--- config.mk ---
export PLATFORM = sky130hd
export DESIGN_NAME = avalon_burst_rd_master
export DESIGN_NICKNAME = d
export VERILOG_FILES = /design/src/rtl/avalon_burst_rd_master.sv
export SDC_FILE = /design/constraint.sdc
export NUM_CORES = 1
export LEC_CHECK = 0
export ABC_CLOCK_PERIOD_IN_PS = 7700
export CAP_MARGIN = 30
export CELL_PAD_IN_SITES_DETAIL_PLACEMENT = 0
export CELL_PAD_IN_SITES_GLOBAL_PLACEMENT = 1
export CORE_MARGIN = 2
export CORE_UTILIZATION = 55
export CTS_CLUSTER_SIZE = 20
export DETAILED_ROUTE_END_ITERATION = 6
export HOLD_SLACK_MARGIN = 0.12
export PLACE_DENSITY = 0.89
export SLEW_MARGIN = 40
export SYNTH_ARGS = -nofsm -noshare
export SYNTH_HDL_FRONTEND = slang
export SYNTH_SLANG_ARGS = --single-unit
--- constraint.sdc ---
create_clock -name clk -period 7.7 [get_ports clk]
set_clock_uncertainty 0.05 [all_clocks]
set_input_delay 0.77 -clock clk [delete_from_list [all_inputs] [get_ports clk]]
set_output_delay 0.77 -clock clk [all_outputs]
set_load 0.05 [all_outputs]
--- src/rtl/avalon_burst_rd_master.sv ---
// ----------------------------------------------------------------------------
// avalon_burst_rd_master
//
// Purpose:
//   Burst-read master for the read side of the Avalon bridge. A job fetches
//   num_words words starting at base_addr. The words are fetched in bursts of
//   up to MAX_BURST words, and several bursts may be outstanding at once. A
//   burst is only requested when the internal FIFO is guaranteed to have room
//   for every word already in flight plus the new burst, so the FIFO can never
//   overflow. Returned words leave as a first-word-fall-through valid/ready
//   stream.
//
// Ports:
//   clk, reset              clock, asynchronous active-high reset
//   start                   1-cycle pulse; latches base_addr/num_words (ignored while busy)
//   base_addr, num_words    job description (byte address, word count)
//   busy                    job in progress
//   done                    1-cycle pulse after the last word of a job enters the FIFO
//   rd_address, rd_read,    Avalon burst read request (registered, held while stalled)
//   rd_burstcount
//   rd_waitrequest          slave stall
//   rd_readdatavalid,       read-data beats
//   rd_read_data
//   out_data, out_valid,    output stream (FIFO head)
//   out_ready
// ----------------------------------------------------------------------------
module avalon_burst_rd_master #(
  parameter int AW         = 17,
  parameter int DW         = 16,
  parameter int MAX_BURST  = 32,
  parameter int FIFO_DEPTH = 64
) (
  input  logic          clk,
  input  logic          reset,
  input  logic          start,
  input  logic [AW-1:0] base_addr,
  input  logic [15:0]   num_words,
  output logic          busy,
  output logic          done,
  output logic [AW-1:0] rd_address,
  output logic          rd_read,
  output logic [5:0]    rd_burstcount,
  input  logic          rd_waitrequest,
  input  logic          rd_readdatavalid,
  input  logic [DW-1:0] rd_read_data,
  output logic [DW-1:0] out_data,
  output logic          out_valid,
  input  logic          out_ready
);

  localparam int PW    = $clog2(FIFO_DEPTH);
  localparam int CW    = PW + 1;
  localparam int SW    = CW + 2;
  localparam int BYTES = DW / 8;

  typedef enum logic [1:0] {IDLE, ISSUE, DRAIN} state_t;

  state_t        state_q, state_d;
  logic          busy_q, busy_d;
  logic          done_q, done_d;
  logic          rd_read_q, rd_read_d;
  logic [AW-1:0] rd_address_q, rd_address_d;
  logic [5:0]    rd_burstcount_q, rd_burstcount_d;
  logic [AW-1:0] addr_q, addr_d;
  logic [15:0]   req_left_q, req_left_d;
  logic [15:0]   rx_left_q, rx_left_d;
  logic [CW-1:0] outstanding_q, outstanding_d;
  logic [CW-1:0] fifo_cnt_q, fifo_cnt_d;
  logic [PW-1:0] wr_ptr_q, wr_ptr_d;
  logic [PW-1:0] rd_ptr_q, rd_ptr_d;

  // Storage array; holds data only, so it carries no reset.
  logic [DW-1:0] fifo_mem [FIFO_DEPTH];

  logic [5:0]    len;
  logic [SW-1:0] committed;
  logic          credit_ok;
  logic          accept;
  logic          push;
  logic          pop;

  assign len       = (req_left_q > 16'(MAX_BURST)) ? 6'(MAX_BURST) : req_left_q[5:0];
  // Words already committed to FIFO space (stored or in flight) plus the
  // candidate burst must fit in the FIFO.
  assign committed = SW'(fifo_cnt_q) + SW'(outstanding_q) + SW'(len);
  assign credit_ok = committed <= SW'(FIFO_DEPTH);
  assign accept    = rd_read_q && !rd_waitrequest;
  // Beats arriving while idle are leftovers from an aborted job.
  assign push      = rd_readdatavalid && (state_q != IDLE);
  assign pop       = out_valid && out_ready;

  assign busy          = busy_q;
  assign done          = done_q;
  assign rd_read       = rd_read_q;
  assign rd_address    = rd_address_q;
  assign rd_burstcount = rd_burstcount_q;
  assign out_valid     = (fifo_cnt_q != '0);
  assign out_data      = fifo_mem[rd_ptr_q];

  always_comb begin
    state_d         = state_q;
    busy_d          = busy_q;
    done_d          = 1'b0;
    rd_read_d       = rd_read_q;
    rd_address_d    = rd_address_q;
    rd_burstcount_d = rd_burstcount_q;
    addr_d          = addr_q;
    req_left_d      = req_left_q;
    rx_left_d       = rx_left_q;
    fifo_cnt_d      = fifo_cnt_q;
    wr_ptr_d        = wr_ptr_q;
    rd_ptr_d        = rd_ptr_q;

    if (push) wr_ptr_d = wr_ptr_q + PW'(1);
    if (pop)  rd_ptr_d = rd_ptr_q + PW'(1);
    case ({push, pop})
      2'b10:   fifo_cnt_d = fifo_cnt_q + CW'(1);
      2'b01:   fifo_cnt_d = fifo_cnt_q - CW'(1);
      default: fifo_cnt_d = fifo_cnt_q;
    endcase

    // An accepted burst moves from "to request" to "in flight".
    if (accept) begin
      rd_read_d  = 1'b0;
      req_left_d = req_left_q - 16'(rd_burstcount_q);
      addr_d     = addr_q + AW'(int'(rd_burstcount_q) * BYTES);
    end
    outstanding_d = outstanding_q
                  + (accept ? CW'(rd_burstcount_q) : CW'(0))
                  - (push   ? CW'(1)               : CW'(0));

    case (state_q)
      IDLE: begin
        if (start) begin
          if (num_words != 16'd0) begin
            addr_d     = base_addr;
            req_left_d = num_words;
            rx_left_d  = num_words;
            busy_d     = 1'b1;
            state_d    = ISSUE;
          end else begin
            done_d = 1'b1;
          end
        end
      end
      ISSUE: begin
        if (req_left_q == 16'd0) begin
          state_d = DRAIN;
        end else if (!rd_read_q && credit_ok) begin
          // Credit is checked once here; a stalled request is never withdrawn.
          rd_read_d       = 1'b1;
          rd_address_d    = addr_q;
          rd_burstcount_d = len;
        end
      end
      DRAIN: begin
        state_d = DRAIN;
      end
      default: state_d = IDLE;
    endcase

    // The final beat ends the job from ISSUE or DRAIN alike.
    if (push) begin
      rx_left_d = rx_left_q - 16'd1;
      if (rx_left_q == 16'd1) begin
        done_d  = 1'b1;
        busy_d  = 1'b0;
        state_d = IDLE;
      end
    end
  end

  always_ff @(posedge clk or posedge reset) begin
    if (reset) begin
      state_q         <= IDLE;
      busy_q          <= 1'b0;
      done_q          <= 1'b0;
      rd_read_q       <= 1'b0;
      rd_address_q    <= '0;
      rd_burstcount_q <= '0;
      addr_q          <= '0;
      req_left_q      <= '0;
      rx_left_q       <= '0;
      outstanding_q   <= '0;
      fifo_cnt_q      <= '0;
      wr_ptr_q        <= '0;
      rd_ptr_q        <= '0;
    end else begin
      state_q         <= state_d;
      busy_q          <= busy_d;
      done_q          <= done_d;
      rd_read_q       <= rd_read_d;
      rd_address_q    <= rd_address_d;
      rd_burstcount_q <= rd_burstcount_d;
      addr_q          <= addr_d;
      req_left_q      <= req_left_d;
      rx_left_q       <= rx_left_d;
      outstanding_q   <= outstanding_d;
      fifo_cnt_q      <= fifo_cnt_d;
      wr_ptr_q        <= wr_ptr_d;
      rd_ptr_q        <= rd_ptr_d;
    end
  end

  always_ff @(posedge clk) begin
    if (push) fifo_mem[wr_ptr_q] <= rd_read_data;
  end

endmodule

# Word level (Yosys, flattened, before mapping)
# Memory sizes are Yosys's and may differ from the RTL's.
# Cells that the tools add are included.
totals:
  register_bits: 103
  ram_bits: 1024
  inputBits: 55
  out_inout_bits: 43
  wordCells: 88
  n_memories: 1
op_classes:
  n_addsub: 11
  magnitude_cmp: 2
  n_eq_ne: 5
  n_mux: 38
  bitwise_logic: 1
  n_reduce_logical: 17
mem_list:
  columns: ["name", "words", "word_bits", "read_ports", "rd_clocked_by_memory_dff", "wr", "line_no", "text"]
  rows:
  - ["fifo_mem", 64, 16, 1, 0, 1, "73", "logic [DW-1:0] fifo_mem [FIFO_DEPTH];"]
op_table:
  columns: ["op", "n"]
  rows:
  - ["16-bit 2-to-1 mux", 8]
  - ["17-bit 2-to-1 mux", 4]
  - ["17-bit by 7-bit adder with 17-bit output", 1]
  - ["1-bit 2-to-1 mux", 17]
  - ["16-bit by 1-bit equality test with 1-bit output, second input constant", 1]
  - ["16-bit by 6-bit > comparator with 1-bit output, second input constant", 1]
  - ["16-bit zero test", 1]
  - ["16-bit nonzero test", 1]
  - ["16-bit by 1-bit subtractor with 16-bit output, second input constant", 1]
  - ["16-bit by 6-bit subtractor with 16-bit output", 1]
  - ["7-bit one-hot mux with 2 select lines", 1]
  - ["6-bit by 1-bit adder with 6-bit output, second input constant", 2]
  - ["6-bit 2-to-1 mux", 2]
  - ["2-bit 2-to-1 mux", 5]
  - ["2-bit nonzero test", 5]
  - ["8-bit by 6-bit adder with 9-bit output", 1]
  - ["9-bit by 7-bit less-or-equal comparator with 1-bit output, second input constant", 1]
  - ["7-bit by 7-bit adder with 8-bit output", 1]
  - ["7-bit by 1-bit adder with 7-bit output, second input constant", 1]
  - ["7-bit by 6-bit adder with 7-bit output", 1]
  - ["7-bit nonzero test", 1]
  - ["7-bit by 1-bit subtractor with 7-bit output", 1]
  - ["7-bit by 1-bit subtractor with 7-bit output, second input constant", 1]
  - ["2-bit one-hot mux with 3 select lines", 1]
  - ["7 further kinds", 14]

# Logic depth before layout (Yosys ltp)
# Gate-level depths: netlist (run 1).
logic_depth:
  ltp_word: 8
  depth_mapped: 15
  ltp_nobuf: 14

# Worst setup path before layout (run 1)
# Ideal clock, no wire load.
synth_timing:
  path_kind: "reg-to-reg"
  startpoint: "register req_left_q[1]"
  endpoint: "register rd_address_q[10] (netlist: rd_address[10])"
  setup_time_ps: 125
  arrival_ps: 3605
  required_ps: 7525
  path_slack_ps: 3920
  path_stages_with_launch: 14
  path_buffers: 1
  synth_period_minus_slack_ps: 3780
  cell_sequence: "dfrtp_1 > or4_4 > nor4_4 > o21a_1 > and2_1 > fa_1 > ha_1 > a211oi_1 > o21bai_1 > a21oi_1 > xor2_1 > o211ai_4 > buf_12 > mux2_4"
synth_between:
  elab_chain_cells: 6
  word_cells_on_any_way: 8
  cone_classes: "add/sub: 1; order compare: 2; mux: 1; bitwise: 1; reduce/logical: 3"
synth_lines:
  columns: ["element", "line_no", "text"]
  rows:
  - ["start: declaration", "65", "logic [15:0] req_left_q, req_left_d;"]
  - ["start signal: assignment", "196", "req_left_q <= req_left_d;"]
  - ["16-bit by 6-bit > comparator with 1-bit output", "82", "assign len = (req_left_q > 16'(MAX_BURST)) ? 6'(MAX_BURST) : req_left_q[5:0];"]
  - ["6-bit 2-to-1 mux", "82", null]
  - ["named net len[2]", "75", "logic [5:0] len;"]
  - ["8-bit by 6-bit adder with 9-bit output", "85", "assign committed = SW'(fifo_cnt_q) + SW'(outstanding_q) + SW'(len);"]
  - ["9-bit by 7-bit less-or-equal comparator with 1-bit output", "86", "assign credit_ok = committed <= SW'(FIFO_DEPTH);"]
  - ["1-bit logical AND", "149", "end else if (!rd_read_q && credit_ok) begin"]
  - ["3-bit AND reduction (no line)", null, null]
  - ["end signal: assignment", "193", "rd_address_q <= rd_address_d;"]
  - ["end: declaration", "62", "logic [AW-1:0] rd_address_q, rd_address_d;"]
# The timed path passes the listed nets, and every way through them passes these cells.
# A chain may end at the register's enable or synchronous reset.

# Final worst setup path (run 1)
layout_timing:
  startpoint: "register rd_ptr_q[1]"
  endpoint: "output out_data[7]"
layout_between:
  elab_chain_cells: 1
layout_lines:
  columns: ["element", "line_no", "text"]
  rows:
  - ["start: declaration", "70", "logic [PW-1:0] rd_ptr_q, rd_ptr_d;"]
  - ["start signal: assignment", "201", "rd_ptr_q <= rd_ptr_d;"]
  - ["memory read 64 x 16 bit", null, null]
  - ["end: declaration", "46", "output logic [DW-1:0] out_data,"]
# Every way passes these cells.

==> key figures, run 1 <==
Power
  – Clock network fraction of total power: 26.7%
  – Sequential share of power: 38.5%
  – Combinational Power Share: 34.8%
  – Internal power: 12900 uW
  – Worst vdd ir: 0.286 mV
  – P_leak: 0.0172 uW
  – Cell Pwr Density: 380 nW/um2
  – NetSw: 6750 uW
  – Sw Share: 34.4%

Setup path
  – Slowest CP cell: a2111oi_0
  – Slowest cell delay on critical path: 0.84 ns
  – Crit path kind: flip-flop to primary output
  – Crit. End Element: primary output
  – Cells along the critical path: buf_4 > buf_4 > mux4_2 > mux2i_1 > nor2_1 > a2111oi_0 > nor3_1 > clkdlybuf4s50_1
  – Worst setup SP type: flip-flop
  – CP Max Fanout: 40
  – CP required: 6.88 ns
  – Most common cell on crit path: buf_4
  – R2r setup slk: 3.39 ns
  – Arrival time at the worst endpoint: 5.15 ns
  – R2r worst-path depth: 14

Floorplanning
  – Site Rows: 105
  – DIE AREA: 85100 um2
  – Die width: 292 um
  – Core Footprint: 82000 um2
  – Die H: 292 um
  – Initial Util: 55.6%
  – IO Pins: 98

Drt
  – Wire per inst: 30.5 um
  – Vias/cell: 6.59
  – 1st-iter DRT viols: 3600
  – Via Count: 24800
  – DRC: 0
  – Final wirelength: 115000 um
  – Antenna-violating nets left: 0
  – Drt pass-1 iters: 6

Placed design
  – # port buffers: 97
  – Area post-placement: 48000 um2
  – Placement Setup Slack: 2.63 ns
  – Gp weighted congestion: 0.866
  – HPWL after DPL: 67100 um

Logic synthesis
  – Cell area after synthesis: 45500 um2
  – Register area share after synthesis: 73.2%
  – Mux cell area share after synthesis: 14.0%
  – Syn Nets: 2523
  – Combinational family with the most area after synthesis: multiplexers
  – Synth warn: 0
  – Post-synth EDFFs: 1024
  – Synth Register Bits: 1127
  – Synth Area in XOR/XNOR: 0.923%
  – Async S/R FF share, synth: 9.14%
  – Yosys cell types: 70
  – Compound-Gate Fraction of Synth Area: 4.72%
  – Synth Area in Simple Gates: 3.68%
  – Post-synthesis adder-cell area fraction: 1.61%
  – Mean Syn Cell Area: 18.9 um2
  – Post-synth top flop: edfxtp_1
  – Post-Syn Instances: 2416

Finish
  – Most common cell after layout, fill and taps aside: edfxtp_1
  – Final Instance Area: 51600 um2
  – P&R area growth vs syn: 13.3%
  – Share of layout cells above drive strength 1: 20.5%
  – # nets final: 2711
  – Most frequent cells in the layout: edfxtp_1 (1024), mux4_2 (209), mux2i_1 (124)
  – Diodes inserted: 0

Global routing
  – Largest net degree at the start of global routing: 95
  – Tot GR Track Use: 27.3%
  – Number of global-route vias before repair: 25600
  – Initial antenna violation count: 3
  – First-pass GRT wire length: 170000 um
  – Total gr overflow: 0

Run
  – Max-Cap Viols: 0

STA
  – Fmax: 168 MHz
  – Period utilization: 77.5%
  – Endpoints failing setup: 0
  – Max-slew violation count: 0
  – Setup TNS Final: 0 ns
  – Slew HR: 33.2%
  – Hold Fails Final Rpt: 0
  – Final WS setup: 1.73 ns
  – Min cycle time layout: 5.97 ns
  – Worst-Margin Slew: 0.976 ns
  – RSZ-0062 raised after global routing: no

Worst hold path
  – HP Class: input pin to async pin

Clocking
  – Clock buffer depth: 3
  – CTS tree: built
  – Sink Count: 1127
  – Skew-Pair Late Insertion Delay: 0.68 ns
  – Worst-path clk slew: 0.06 ns
  – Post-cts sizing count: 0
  – Post-CTS setup buffers: 0
  – Root Buffer: clkbuf_16
  – Hold buffer count at CTS: 0
  – CTS Buf Count: 108
  – H-tree depth: 3

Run status
  – Status: finished, final reports clean
==> kinds of logic after synthesis <==
kind of cell	count (synthesis)
flops	1127
xor+xnor	48
compound gates	312
mux	364
simple gates	344
buf+inv	169
fa+ha+maj	52
==> cell usage after synthesis (19+ instances only) <==
library cell,n,area (um2)
a211oi_1,47,353
a21oi_1,49,245
a22o_1,30,263
a22oi_1,29,218
buf_2,34,170
clkbuf_1,55,206
dfrtp_1,103,2580
edfxtp_1,1024,30700
ha_1,41,513
inv_1,44,165
mux2_4,19,285
mux2i_1,128,1280
mux4_2,209,4710
nand2_1,81,304
nand3_1,26,130
nor2_1,125,469
nor3_1,24,120
o21ai_0,38,190
o22ai_1,42,263
xnor2_1,25,219
xor2_1,23,201
==> per-stage QoR <==
stage                     power, uW  utilization, %  cells  hold slack (ns)
after floorplan               12300               -   2416            0.390
after global placement        14200            58.4   3556            0.414
after detailed placement      14400            58.6   3560            0.414
after CTS                     19600            62.8   3763            0.423
after global routing          20300            63.0   3767            0.316
final                         19600            63.0   3767            0.324
==> critical path: cells and delay by family, from the launching register on <==
family / cells / cell delay (ns)
AND/OR/NAND/NOR: 2 / 0.30
flip-flops: 1 / 0.82
buffers and inverters: 3 / 1.78
AO/OA/AOI/OAI: 1 / 0.84
multiplexers: 2 / 0.68
==> area by class of cell <==
class                           instances  area [um2]
Sequential cell                      1127       33300
Fill cell                            5440       30400
Multi-Input combinational cell       1120       11400
Clock buffer                          129        2800
Timing Repair Buffer                  202        1830
Tap cell                             1070        1340
Clock inverter                         74         707
Inverter                               45         171
==> final timing paths <==
check / start / end
max in group asynchronous: reset / rd_burstcount[0]$_DFFE_PP0P_
worst min-delay path: reset / wr_ptr_q[5]$_DFFE_PP0P_
worst max-delay path: rd_ptr_q[1]$_DFFE_PP0P_ / out_data[7]
worst min register to register: rx_left_q[5]$_DFFE_PP0P_ / rx_left_q[5]$_DFFE_PP0P_
min in group clk: rx_left_q[5]$_DFFE_PP0P_ / rx_left_q[5]$_DFFE_PP0P_
worst max register to register: req_left_q[1]$_DFF_PP0_ / rd_address[16]$_DFFE_PP0P_
==> routing by layer <==
layer  wire length (um)  GRT usage (%)
met2              55600           44.2
met3              12800           6.26
met5                 26              0
met1              41400           36.2
met4               5140           11.3
==> power groups by stage <==
stage               Sequential, uW  Combinational, uW  Clock (uW)
floorplan                     7590               4690           0
global placement              7620               6530           0
detailed placement            7650               6720           0
CTS                           7540               6790        5290
global route                  7580               7170        5520
finish                        7550               6830        5240
==> flip-flops by register name (all words and copies together) (netlist names), 7 cells and up <==
| name | cells |
|---|---|
| outstanding_q | 7 |
| req_left_q | 16 |
| rx_left_q | 16 |
| rd_address | 17 |
| fifo_cnt_q | 7 |
| fifo_mem | 1024 |
| addr_q | 17 |
Note: power is estimated with default switching activity, not from simulation.
==> inputs of run 2 (changes only) <==
Settings changed: ABC_CLOCK_PERIOD_IN_PS 7700 to 5700, CORE_UTILIZATION 55 to 54, PLACE_DENSITY 0.89 to 0.88.
Clock period 7.7 ns to 5.7 ns, I/O delays scaled along.
==> run 2 against run 1 <==
  * Sequential power up 35%
  * Via count down 1.5%
  * Final cell count grew 0.32%
  * Count of clock-buffer cells in the layout rose by 7
  * Combinational power increased by 35%
  * Worst hold slack better by 0.022 ns
  * Sequential share of layout area fell by 0.10 points
  * Final area up 0.15%
  * Register-to-register slack got worse by 2.1 ns
  * Core utilization decreased by 1.1 points
  * Global-route usage down 1.5 points
  * Sequential cell count unchanged
==> key figures, run 2 (same netlist as run 1, synthesis figures left out) <==
Setup path
  – Buf/Inv on CP: 2
  – Cells along the critical path: buf_12 > mux4_2 > a22o_1 > a211oi_1 > a21oi_1 > a22o_1 > buf_4
  – Delay-heaviest family, CP: compound AO/OA/AOI/OAI gates
  – R2r endpoint: rd_address[15]$_DFFE_PP0P_
  – Worst setup SP type: flip-flop
  – R2r worst-path depth: 13
  – Reg-to-Reg Start: req_left_q[1]$_DFF_PP0_
  – Crit path kind: flip-flop to primary output
  – Slowest CP cell: dfrtp_4
  – Arrival time at the worst endpoint: 4.20 ns
  – Crit. End Element: primary output
  – CP Max Fanout: 42
  – CP required: 5.08 ns
  – R2r setup slk: 1.29 ns
  – Slowest cell delay on critical path: 0.88 ns
  – Most common cell on crit path: a22o_1

Placed design
  – # port buffers: 97
  – Gp weighted congestion: 0.866
  – HPWL after DPL: 65400 um

Clocking
  – Skew-Pair Late Insertion Delay: 0.67 ns
  – Post-cts sizing count: 0
  – H-tree depth: 3
  – Hold buffer count at CTS: 0
  – Post-CTS setup buffers: 0
  – CTS Buf Count: 110
  – Clock buffer depth: 3
  – Worst-path clk slew: 0.06 ns
  – Sink Count: 1127
  – Root Buffer: clkbuf_16
  – CTS tree: built

STA
  – RSZ-0062 raised after global routing: no
  – Endpoints failing setup: 0
  – Max-slew violation count: 0
  – Hold Fails Final Rpt: 0
  – Setup TNS Final: 0 ns
  – Slew HR: 40.1%
  – Fmax: 208 MHz
  – Min cycle time layout: 4.82 ns
  – Worst-Margin Slew: 0.874 ns
  – Period utilization: 84.5%

Run
  – Max-Cap Viols: 0

Drt
  – Wire per inst: 29.2 um
  – 1st-iter DRT viols: 2956
  – DRC: 0
  – Vias/cell: 6.48
  – Via Count: 24500
  – Drt pass-1 iters: 5
  – Final wirelength: 110000 um
  – Antenna-violating nets left: 0

Floorplanning
  – DIE AREA: 86700 um2
  – IO Pins: 98
  – Die H: 294 um
  – Core Footprint: 83600 um2
  – Site Rows: 106
  – Die width: 294 um
  – Initial Util: 54.5%

Worst hold path
  – HP Class: input pin to async pin

Run status
  – Status: finished, final reports clean

Global routing
  – Total gr overflow: 0
  – Number of global-route vias before repair: 24800
  – Largest net degree at the start of global routing: 71
  – First-pass GRT wire length: 163000 um
  – Initial antenna violation count: 1
  – Tot GR Track Use: 25.8%

Finish
  – Share of layout cells above drive strength 1: 21.1%
  – Max reg flops: 1024
  – P&R area growth vs syn: 13.5%
  – Most common cell after layout, fill and taps aside: edfxtp_1
  – # nets final: 2716
  – Biggest register: fifo_mem
  – Post-layout util: 61.9%
  – Most frequent cells in the layout: edfxtp_1 (1024), mux4_2 (209), mux2i_1 (128)

Power
  – Cell Pwr Density: 518 nW/um2
  – Worst vdd ir: 0.523 mV
  – P_leak: 0.0173 uW
-- run 2: changes by cell type in the layout (fill, tap and decap cells not counted), moves of 4 or more --
cell             change
buf_4               +24
clkbuf_16            +4
clkdlybuf4s50_1     -16
clkinv_1            -12
mux2i_1              +4
mux2i_2              -4
-- run 2: worst register-to-register path, delay by kind of cell, from the launching register on --
family | cells | cell delay, ns
buffers and inverters | 1 | 0.41
xor gates and xnor gates | 1 | 0.12
adders and majority gates | 2 | 0.72
and+or+nand+nor | 3 | 0.91
AOI/OAI and AO/OA | 5 | 1.27
muxes | 1 | 0.39
DFF | 1 | 0.43
-- run 2: metrics by stage --
step / cell area [um2] / setup slack, ns / cells / total power [uW] / hold slack [ns]
6_report: 51700 / 0.883 / 3779 / 26800 / 0.346
5_1_grt: 51700 / 0.792 / 3778 / 27700 / 0.404
4_1_cts: 51700 / 0.850 / 3778 / 26800 / 0.339
3_5_place_dp: 48100 / 1.28 / 3577 / 19500 / 0.421
3_3_place_gp: 48000 / 1.31 / 3576 / 19300 / 0.421
2_1_floorplan: 45500 / 1.92 / 2416 / 16600 / 0.390
-- run 2: layout make-up --
type / instances / area (um2)
Fill cell: 5695 / 31900
Timing Repair Buffer: 205 / 1810
Sequential cell: 1127 / 33300
Antenna cell: 1 / 2.50
Tap cell: 1080 / 1350
Multi-Input combinational cell: 1120 / 11400
Clock buffer: 136 / 2930
Clock inverter: 65 / 684
Inverter: 45 / 171
-- run 2: power breakdown --
| part | internal (uW) | switching, uW |
|---|---|---|
| Sequential | 9600 | 645 |
| Clock | 4230 | 3030 |
| Combinational | 3780 | 5460 |
| Total | 17600 | 9130 |
-- run 2: worst max-delay path by stage --
stage / startpoint / end / slack [ns] / depth (start not counted)
2_1_floorplan: req_left_q[1]$_DFF_PP0_ / rd_address[10]$_DFFE_PP0P_ / 1.92 / 13
3_3_place_gp: req_left_q[11]$_DFF_PP0_ / rd_address[15]$_DFFE_PP0P_ / 1.31 / 13
3_5_place_dp: req_left_q[11]$_DFF_PP0_ / rd_address[15]$_DFFE_PP0P_ / 1.28 / 13
4_1_cts: rd_ptr_q[0]$_DFFE_PP0P_ / out_data[3] / 0.85 / 7
5_1_grt: rd_ptr_q[0]$_DFFE_PP0P_ / out_data[3] / 0.79 / 7
6_report: rd_ptr_q[0]$_DFFE_PP0P_ / out_data[6] / 0.88 / 7
-- run 2: routing by layer --
layer  track usage, %  vias up  wire, um
met5                0        -         0
met4             9.46        0      4020
met3             5.35      241     11700
met2             42.0     1471     54000
met1             34.8    12600     40600
li1                 -    10200         -
